**src/rtl/sisc_pkg.sv**
```systemverilog
// Shared SISC definitions: opcode encodings, instruction-register field
// positions and the instruction-fetch state encoding.
package sisc_pkg;

   localparam logic [3:0] OP_NOOP = 4'd0;
   localparam logic [3:0] OP_BRA  = 4'd4;
   localparam logic [3:0] OP_BRR  = 4'd5;
   localparam logic [3:0] OP_BNE  = 4'd6;
   localparam logic [3:0] OP_BNR  = 4'd7;
   localparam logic [3:0] OP_HLT  = 4'd15;

   // Field MSB positions within the 32-bit instruction word
   localparam int FIELD_W = 4;
   localparam int IMM_W   = 16;
   localparam int OPC_MSB = 31;
   localparam int MM_MSB  = 27;
   localparam int RD_MSB  = 23;
   localparam int RS_MSB  = 19;
   localparam int RT_MSB  = 15;
   localparam int IMM_MSB = 15;

   typedef enum logic [1:0] {
      IDLE = 2'd0,
      REQ  = 2'd1,
      DONE = 2'd2
   } fetch_state_e;

endpackage

```
**src/rtl/ifetch_unit_if.sv**
```systemverilog
// Instruction-memory read bus between the fetch unit (master) and memory (slave).
interface ifetch_unit_if #(
   parameter int PC_W    = 16,
   parameter int INSTR_W = 32
) ();

   logic               imem_req;
   logic [PC_W-1:0]    imem_addr;
   logic               imem_ack;
   logic [INSTR_W-1:0] imem_data;

   modport master (
      output imem_req,
      output imem_addr,
      input  imem_ack,
      input  imem_data
   );

   modport slave (
      input  imem_req,
      input  imem_addr,
      output imem_ack,
      output imem_data
   );

endinterface

```
**src/rtl/branch_target.sv**
```systemverilog
// Combinational branch decision: whether the current IR branch is taken and
// where it goes. Relative targets are based on the already-incremented pc.
module branch_target
   import sisc_pkg::*;
#(
   parameter int PC_W = 16
) (
   input  logic [3:0]      opcode,
   input  logic [3:0]      mm,
   input  logic [3:0]      stat,
   input  logic [PC_W-1:0] pc,
   input  logic [15:0]     imm,
   output logic            take,
   output logic [PC_W-1:0] target
);

   logic            cond;
   logic [PC_W-1:0] imm_abs;
   logic [PC_W-1:0] imm_rel;

   generate
      if (PC_W <= IMM_W) begin : g_narrow
         assign imm_abs = imm[PC_W-1:0];
         assign imm_rel = imm[PC_W-1:0];
      end else begin : g_wide
         assign imm_abs = {{(PC_W-IMM_W){1'b0}}, imm};
         assign imm_rel = {{(PC_W-IMM_W){imm[IMM_W-1]}}, imm};
      end
   endgenerate

   assign cond = |(stat & mm);

   always_comb begin
      take   = 1'b0;
      target = pc;
      case (opcode)
         OP_BRA: begin
            take   = cond || (mm == 4'd0);
            target = imm_abs;
         end
         OP_BRR: begin
            take   = cond || (mm == 4'd0);
            target = pc + imm_rel;
         end
         OP_BNE: begin
            take   = !cond;
            target = imm_abs;
         end
         OP_BNR: begin
            take   = !cond;
            target = pc + imm_rel;
         end
         default: begin
            take   = 1'b0;
            target = pc;
         end
      endcase
   end

endmodule

```
**src/rtl/ifetch_unit.sv**
```systemverilog
// Instruction-fetch responder: owns pc and IR, reads instruction memory on
// request, decodes IR fields and applies branch pc updates while idle.
module ifetch_unit
   import sisc_pkg::*;
#(
   parameter int PC_W    = 16,
   parameter int INSTR_W = 32,
   parameter int TIMEOUT = 15
) (
   input  logic            clk,
   input  logic            rst_f,
   ifetch_unit_if.master   imem,
   input  logic            fetch_req,
   input  logic            br_req,
   input  logic [3:0]      stat,
   output logic [3:0]      opcode,
   output logic [3:0]      mm,
   output logic [3:0]      rd,
   output logic [3:0]      rs,
   output logic [3:0]      rt,
   output logic [15:0]     imm,
   output logic [PC_W-1:0] pc,
   output logic            ir_valid,
   output logic            busy,
   output logic            halted,
   output logic            fetch_err
);

   localparam int CNT_W = (TIMEOUT < 1) ? 1 : $clog2(TIMEOUT + 1);
   localparam logic [CNT_W-1:0] CNT_LAST = CNT_W'(TIMEOUT);

   fetch_state_e        state_reg, state_next;
   logic [PC_W-1:0]     pc_reg, pc_next;
   logic [INSTR_W-1:0]  ir_reg, ir_next;
   logic [CNT_W-1:0]    cnt_reg, cnt_next;
   logic                halted_reg, halted_next;
   logic                err_reg, err_next;

   logic                br_take;
   logic [PC_W-1:0]     br_target;

   branch_target #(
      .PC_W (PC_W)
   ) u_branch_target (
      .opcode (opcode),
      .mm     (mm),
      .stat   (stat),
      .pc     (pc_reg),
      .imm    (imm),
      .take   (br_take),
      .target (br_target)
   );

   always_ff @(posedge clk) begin
      if (rst_f) begin
         state_reg  <= IDLE;
         pc_reg     <= '0;
         ir_reg     <= '0;
         cnt_reg    <= '0;
         halted_reg <= 1'b0;
         err_reg    <= 1'b0;
      end else begin
         state_reg  <= state_next;
         pc_reg     <= pc_next;
         ir_reg     <= ir_next;
         cnt_reg    <= cnt_next;
         halted_reg <= halted_next;
         err_reg    <= err_next;
      end
   end

   always_comb begin
      state_next  = state_reg;
      pc_next     = pc_reg;
      ir_next     = ir_reg;
      cnt_next    = cnt_reg;
      halted_next = halted_reg;
      err_next    = 1'b0;
      case (state_reg)
         IDLE: begin
            // A branch and a fetch in the same cycle: the fetch reads the target
            if (br_req && br_take) begin
               pc_next = br_target;
            end
            if (fetch_req && !halted_reg) begin
               state_next = REQ;
               cnt_next   = '0;
            end
         end
         REQ: begin
            if (imem.imem_ack) begin
               ir_next    = imem.imem_data;
               pc_next    = pc_reg + PC_W'(1);
               state_next = DONE;
               if (imem.imem_data[OPC_MSB -: FIELD_W] == OP_HLT) begin
                  halted_next = 1'b1;
               end
            end else if (cnt_reg == CNT_LAST) begin
               err_next   = 1'b1;
               state_next = IDLE;
            end else begin
               cnt_next = cnt_reg + CNT_W'(1);
            end
         end
         DONE: begin
            state_next = IDLE;
         end
         default: begin
            state_next = IDLE;
         end
      endcase
   end

   assign imem.imem_req  = (state_reg == REQ);
   assign imem.imem_addr = pc_reg;

   assign opcode    = ir_reg[OPC_MSB -: FIELD_W];
   assign mm        = ir_reg[MM_MSB  -: FIELD_W];
   assign rd        = ir_reg[RD_MSB  -: FIELD_W];
   assign rs        = ir_reg[RS_MSB  -: FIELD_W];
   assign rt        = ir_reg[RT_MSB  -: FIELD_W];
   assign imm       = ir_reg[IMM_MSB -: IMM_W];
   assign pc        = pc_reg;
   assign ir_valid  = (state_reg == DONE);
   assign busy      = (state_reg != IDLE);
   assign halted    = halted_reg;
   assign fetch_err = err_reg;

endmodule

```
**src/flat_wrapper.sv**
```systemverilog
// flat-port wrapper written by rule: the top's interface ports become plain ports
module ifetch_unit_flat import sisc_pkg::*;
#(
   parameter int PC_W    = 16,
   parameter int INSTR_W = 32,
   parameter int TIMEOUT = 15
)
  (clk, rst_f, fetch_req, br_req, stat, opcode, mm, rd, rs, rt, imm, pc, ir_valid, busy, halted, fetch_err, imem_imem_req, imem_imem_addr, imem_imem_ack, imem_imem_data);
  ifetch_unit_if #(.PC_W(PC_W), .INSTR_W(INSTR_W)) imem_i ();
  input  logic clk;
  input  logic rst_f;
  input  logic fetch_req;
  input  logic br_req;
  input  logic [3:0] stat;
  output logic [3:0] opcode;
  output logic [3:0] mm;
  output logic [3:0] rd;
  output logic [3:0] rs;
  output logic [3:0] rt;
  output logic [15:0] imm;
  output logic [PC_W-1:0] pc;
  output logic ir_valid;
  output logic busy;
  output logic halted;
  output logic fetch_err;
  output wire logic [$bits(imem_i.imem_req)-1:0] imem_imem_req;
  output wire logic [$bits(imem_i.imem_addr)-1:0] imem_imem_addr;
  input wire logic [$bits(imem_i.imem_ack)-1:0] imem_imem_ack;
  input wire logic [$bits(imem_i.imem_data)-1:0] imem_imem_data;
  assign imem_imem_req = imem_i.imem_req;
  assign imem_imem_addr = imem_i.imem_addr;
  assign imem_i.imem_ack = imem_imem_ack;
  assign imem_i.imem_data = imem_imem_data;
  ifetch_unit #(.PC_W(PC_W), .INSTR_W(INSTR_W), .TIMEOUT(TIMEOUT)) u_core (.clk(clk), .rst_f(rst_f), .imem(imem_i), .fetch_req(fetch_req), .br_req(br_req), .stat(stat), .opcode(opcode), .mm(mm), .rd(rd), .rs(rs), .rt(rt), .imm(imm), .pc(pc), .ir_valid(ir_valid), .busy(busy), .halted(halted), .fetch_err(fetch_err));
endmodule
```
**config.mk**
```make
export PLATFORM = sky130hd
export DESIGN_NAME = ifetch_unit_flat
export DESIGN_NICKNAME = d
export VERILOG_FILES = /design/src/rtl/sisc_pkg.sv /design/src/rtl/ifetch_unit_if.sv /design/src/rtl/branch_target.sv /design/src/rtl/ifetch_unit.sv /design/src/flat_wrapper.sv
export SDC_FILE = /design/constraint.sdc
export NUM_CORES = 1
export LEC_CHECK = 0
export CAP_MARGIN = 20
export CORE_UTILIZATION = 48
export CTS_CLUSTER_DIAMETER = 120
export CTS_CLUSTER_SIZE = 16
export DETAILED_ROUTE_END_ITERATION = 6
export PLACE_DENSITY = 0.86
export SYNTH_ARGS = -nofsm -noshare
export SYNTH_HDL_FRONTEND = slang
export SYNTH_HIERARCHICAL = 1
export SYNTH_SLANG_ARGS = --single-unit
```
**constraint.sdc**
```tcl
create_clock -name clk -period 3 [get_ports clk]
set_input_delay 0.3 -clock clk [delete_from_list [all_inputs] [get_ports clk]]
set_output_delay 0.3 -clock clk [all_outputs]
set_load 0.05 [all_outputs]
```
Word-level counts from Yosys, hierarchy flattened --
Index checks and enable logic that the tools add are counted.
Operators by class: bitwise operators 2, multiplexer cells 14, add/subtract/negate cells 3, reductions and logical operators 20, equality and inequality tests 15
Operators by type and width (count):
- 16-bit one-hot mux with 2 select lines | 2
- 16-bit 2-to-1 mux | 2
- 16-bit by 1-bit adder with 16-bit output, second input constant | 1
- 16-bit adder | 1
- 4-bit by 3-bit equality test with 1-bit output, second input constant | 4
- 4-bit 2-to-1 mux | 3
- 4-bit equality test, second input constant | 2
- 4-bit one-hot mux with 2 select lines | 1
- 4-bit AND reduction | 2
- 2-bit OR reduction | 4
- 2-bit 2-to-1 mux | 3
- 2-bit by 1-bit != test with 1-bit output, second input constant | 3
- 4-bit by 1-bit adder with 4-bit output, second input constant | 1
- 4-bit AND | 1
- 4-bit logical NOT | 1
- 2-bit != test, second input constant | 2
- 2-bit one-hot mux with 2 select lines | 1
- 2-bit AND reduction | 2
- 2-bit nonzero test | 2
- 4-bit OR reduction | 1
- 3-bit by 1-bit != test with 1-bit output, second input constant | 1
- 3-bit != test, second input constant | 1
- 3-bit AND reduction | 1
- 3-bit OR reduction | 1
- other kinds (9) | 11
Word-level totals: word-level logic and storage cells 60, register bits 56, output and inout bits 73, input port bits 41

Logic depth before layout (Yosys ltp) --
depth in word-level cells 7, gate-level depth with buffers 13, depth with buffers taken out 13

Modules after synthesis --
The synthesis kept the hierarchy.
Modules (own cells, without submodules):
- ifetch_unit | times used 1, cells each 343, sequential area each 1121.1 um^2, area each 2695.1 um^2
- branch_target | times used 1, cells each 156, sequential area each 0.0 um^2, area each 1101.1 um^2

Worst setup path before layout --
No wires, ideal clock.
path kind reg-to-reg, from reg u_core.pc_reg[4], in the netlist u_core/imem.imem_addr[4], to reg u_core.pc_reg[14], in the netlist u_core/imem.imem_addr[14], slack 0.065 ns, buffers on the path 0, arrival time 2.793 ns, data required time 2.859 ns, cell stages (with the launch flop) 10, library setup time 0.141 ns, period minus slack after synthesis 2.935 ns, path through dfxtp_1 ha_1 a21o_1 a221o_1 a311oi_2 o21ai_1 mux2i_1 a211o_1 a22oi_1 o221ai_1
Between the ends: cells in the longest elaborated chain, start to end 4, elaborated cells on any way between the ends 6, those cells by class add/sub: 2; mux: 4
RTL lines:
- start: declaration | RTL line ifetch_unit.sv:33 | logic [PC_W-1:0] pc_reg, pc_next;
- start signal: assignment | RTL line ifetch_unit.sv:64 | pc_reg <= pc_next;
- 16-bit adder | RTL line branch_target.sv:43, branch_target.sv:51
- 16-bit one-hot mux with 2 select lines | RTL line branch_target.sv:36 | case (opcode)
- named net u_core.br_target[14] | RTL line ifetch_unit.sv:40 | logic [PC_W-1:0] br_target;
- 16-bit 2-to-1 mux | RTL line ifetch_unit.sv:82 | if (br_req && br_take) begin
- 16-bit one-hot mux with 2 select lines | RTL line ifetch_unit.sv:79 | case (state_reg)
The timed path passes the listed nets, and every way through them passes these cells. The select of a mux whose other input is x is not followed. A chain may end at the register's enable or synchronous reset.

Worst setup path after layout --
from reg u_core.pc_reg[4], in the netlist u_core/imem.imem_addr[4], to reg u_core.pc_reg[15], in the netlist u_core/imem.imem_addr[15]
The elaborated chain is that of the path after synthesis.

==> run metrics <==
final WL 11100 µm; 1st-iter DRT viols 290; Synth Area in Compound Gates 0.234; die area 8270 µm²; Max rail drop VDD 0.000238 V; Post-synth ARST share 0; post-synthesis xor/xnor area fraction 0.0185; Die Ht 90.9 µm; clk root buf clkbuf_8; static leakage 1.81 nW; Setup Crit Path Kind register to register; detail-routed via count per cell 5.92; worst clock skew 0.00795 ns; Sink Count 56; clk slew on worst S/H paths 0.11 ns; Total GRT Usage 0.266; first-pass GRT wire length 17900 µm; Worst slew margin 0.413; Synth top area share 0.295; CTS tree built; maxcap violations 0; Post-Syn Area 3800 µm²; remaining antenna violation count 0; Pins Over Slew Limit 0; mux share of post-synthesis cell area 0.0501; core region area 7690 µm²; # DRC 0; endpoints failing setup 0; fraction of layout cells with a size suffix above 1 0.0680; WHS 0.462 ns; largest net degree at the start of global routing 40; CTS H-tree lvls 2; synthesized net count 558; Worst-Skew Late Latency 0.32 ns; HPWL after DPL 8050 µm; Final TNS setup 0 ns; clock buffer depth 2; Syn Inst Count 499; post-synth top area cell dfxtp_1; routed wire length per instance 16.2 µm; commonest cells in the synthesized netlist 97 x nand2_1, 62 x a21oi_1, 56 x dfxtp_1; adder-cell area share of the yosys netlist 0.0613; Nets 646; crit end category register; flops & latches, synth 56; vias in the first global route 3846; total number of vias 4086; max reg flops 32; synth warn 6; CP Launch Type register; largest family of logic cells by synthesized area simple AND/OR/NAND/NOR gates; Port Buffers 113; sequential share of the synthesized area 0.295; initial antenna violation count 0; Die W 90.9 µm; total grt overflow 0; FMAX 351 MHz; CTS buffer count 5; worst min path class register to register; final hold violations 0; I/O pin count 114; Initial Util 0.494; Antenna diodes 0; Layout fillers 663; run status complete, no violations; Syn Area/Cell 7.61 µm²; crit path DAT 3.04 ns; most instantiated library cell after synthesis nand2_1; area grow syn2layout 32.6%; simple-gate share of the synthesized area 0.253; Total Power 1.72 mW; synth top area cells dfxtp_1 30%, nand2_1 9.6%, a21oi_1 8.2%, ha_1 5.6%, mux2i_1 4.2%; Worst EP required 3.19 ns; GPL Wtd Cong 0.893; Unique masters post-synth 61; Final Cycle Share 0.950; crit path time final 2.85 ns; worst-margin pin slew 0.878 ns; Rows 32; crit-path max FO 10; DR pass1 iterations 5; unrepaired setup endpoints after global routing no; number of synthesized flops with an enable pin 0; Pwr Density 343 nW/µm²; Main synth FF type dfxtp_1
## kinds of logic (layout without fill, tap and decap cells)
logic type,after synthesis,after routing
AND/OR/NAND/NOR,193,193
multiplexers,18,18
XOR/XNOR,8,8
AO/OA/AOI/OAI,144,144
adder cells (fa/ha/maj),18,18
flip-flops,56,56
buffers and inverters,62,151
## through the flow
stage	cell area [µm²]	setup WS [ns]	instances	util
after floorplan	3800	0.0654	499	-
after global placement	4900	0.250	681	0.637
after detailed placement	4900	0.182	681	0.637
after CTS	5010	0.138	689	0.652
after global routing	5030	0.00108	690	0.655
final	5030	0.150	690	0.655
## where the power goes
part / internal (mW) / switching, mW / total (mW)
sequential: 0.767 / 0.0309 / 0.798
clock: 0.252 / 0.275 / 0.527
combinational: 0.152 / 0.247 / 0.400
## path summary, 6_finish.rpt
check,startpoint,end,slack (ns),cells after the start
min reg2reg,u_core/ir_reg[16],u_core/ir_reg[16],0.46,2
min,u_core/ir_reg[16],u_core/ir_reg[16],0.46,2
max reg2reg,u_core/imem.imem_addr[4],u_core/imem.imem_addr[15],0.15,11
max,u_core/imem.imem_addr[4],u_core/imem.imem_addr[15],0.15,11
## metal layers
layer / routed length, µm / up-vias / track usage
li1: - / 1948 / -
met1: 4470 / 1898 / 0.302
met2: 5430 / 208 / 0.471
met3: 873 / 32 / 0.0611
met4: 365 / 0 / 0.122
met5: 0 / - / 0
## layout make-up
type / instances / area (µm²) / share of cell area
Tap cell: 102 / 128 / 0.0254
Inverter: 11 / 41.3 / 0.00820
Sequential cell: 56 / 1120 / 0.223
Multi-Input combinational cell: 381 / 2360 / 0.468
Clock inverter: 3 / 47.5 / 0.00945
Clock buffer: 5 / 68.8 / 0.0137
Timing Repair Buffer: 132 / 1270 / 0.252
## worst max-delay path, stage by stage (launching register included)
cell and delay (ns):
dfxtp_1 0.50, ha_1 0.35, a21o_1 0.20, a31oi_1 0.24, a21boi_2 0.15, a211oi_2 0.33, o31ai_2 0.14, mux2_4 0.31
a2bb2oi_2 0.12, and3_1 0.14, a21oi_1 0.13, o22ai_1 0.10
## layout by cell type (no fill, tap or decap), types with 3 or more instances in the layout
| cell | netlist | final |
|---|---|---|
| a211o_1 | 4 | 4 |
| a21o_1 | 8 | 8 |
| a21oi_1 | 62 | 62 |
| a22oi_1 | 5 | 5 |
| a31oi_1 | 6 | 6 |
| and2_1 | 3 | 3 |
| and3_1 | 9 | 9 |
| buf_4 | 20 | 19 |
| clkbuf_8 | 0 | 5 |
| clkdlybuf4s50_1 | 0 | 112 |
| dfxtp_1 | 56 | 55 |
| ha_1 | 17 | 17 |
| inv_1 | 10 | 10 |
| mux2i_1 | 16 | 16 |
| nand2_1 | 97 | 97 |
| nand2b_1 | 5 | 5 |
| nand3_1 | 10 | 10 |
| nand3b_1 | 8 | 8 |
| nand4_1 | 8 | 8 |
| nor2_1 | 16 | 16 |
| nor2b_1 | 4 | 4 |
| nor3_1 | 7 | 7 |
| nor3b_1 | 6 | 6 |
| nor4_1 | 10 | 10 |
| o21a_1 | 3 | 3 |
| o21ai_0 | 16 | 16 |
| o21ai_1 | 14 | 14 |
| o22ai_1 | 4 | 4 |
| xnor2_1 | 6 | 6 |
## what timing repair did
| action | in CTS | in global routing |
|---|---|---|
| hold buffers | 0 | 0 |
| resized for setup | 0 | 2 |
| setup endpoints to repair | 0 | 1 |
| buffers inserted | 0 | 1 |
Note: power is estimated with default switching activity, not from simulation.
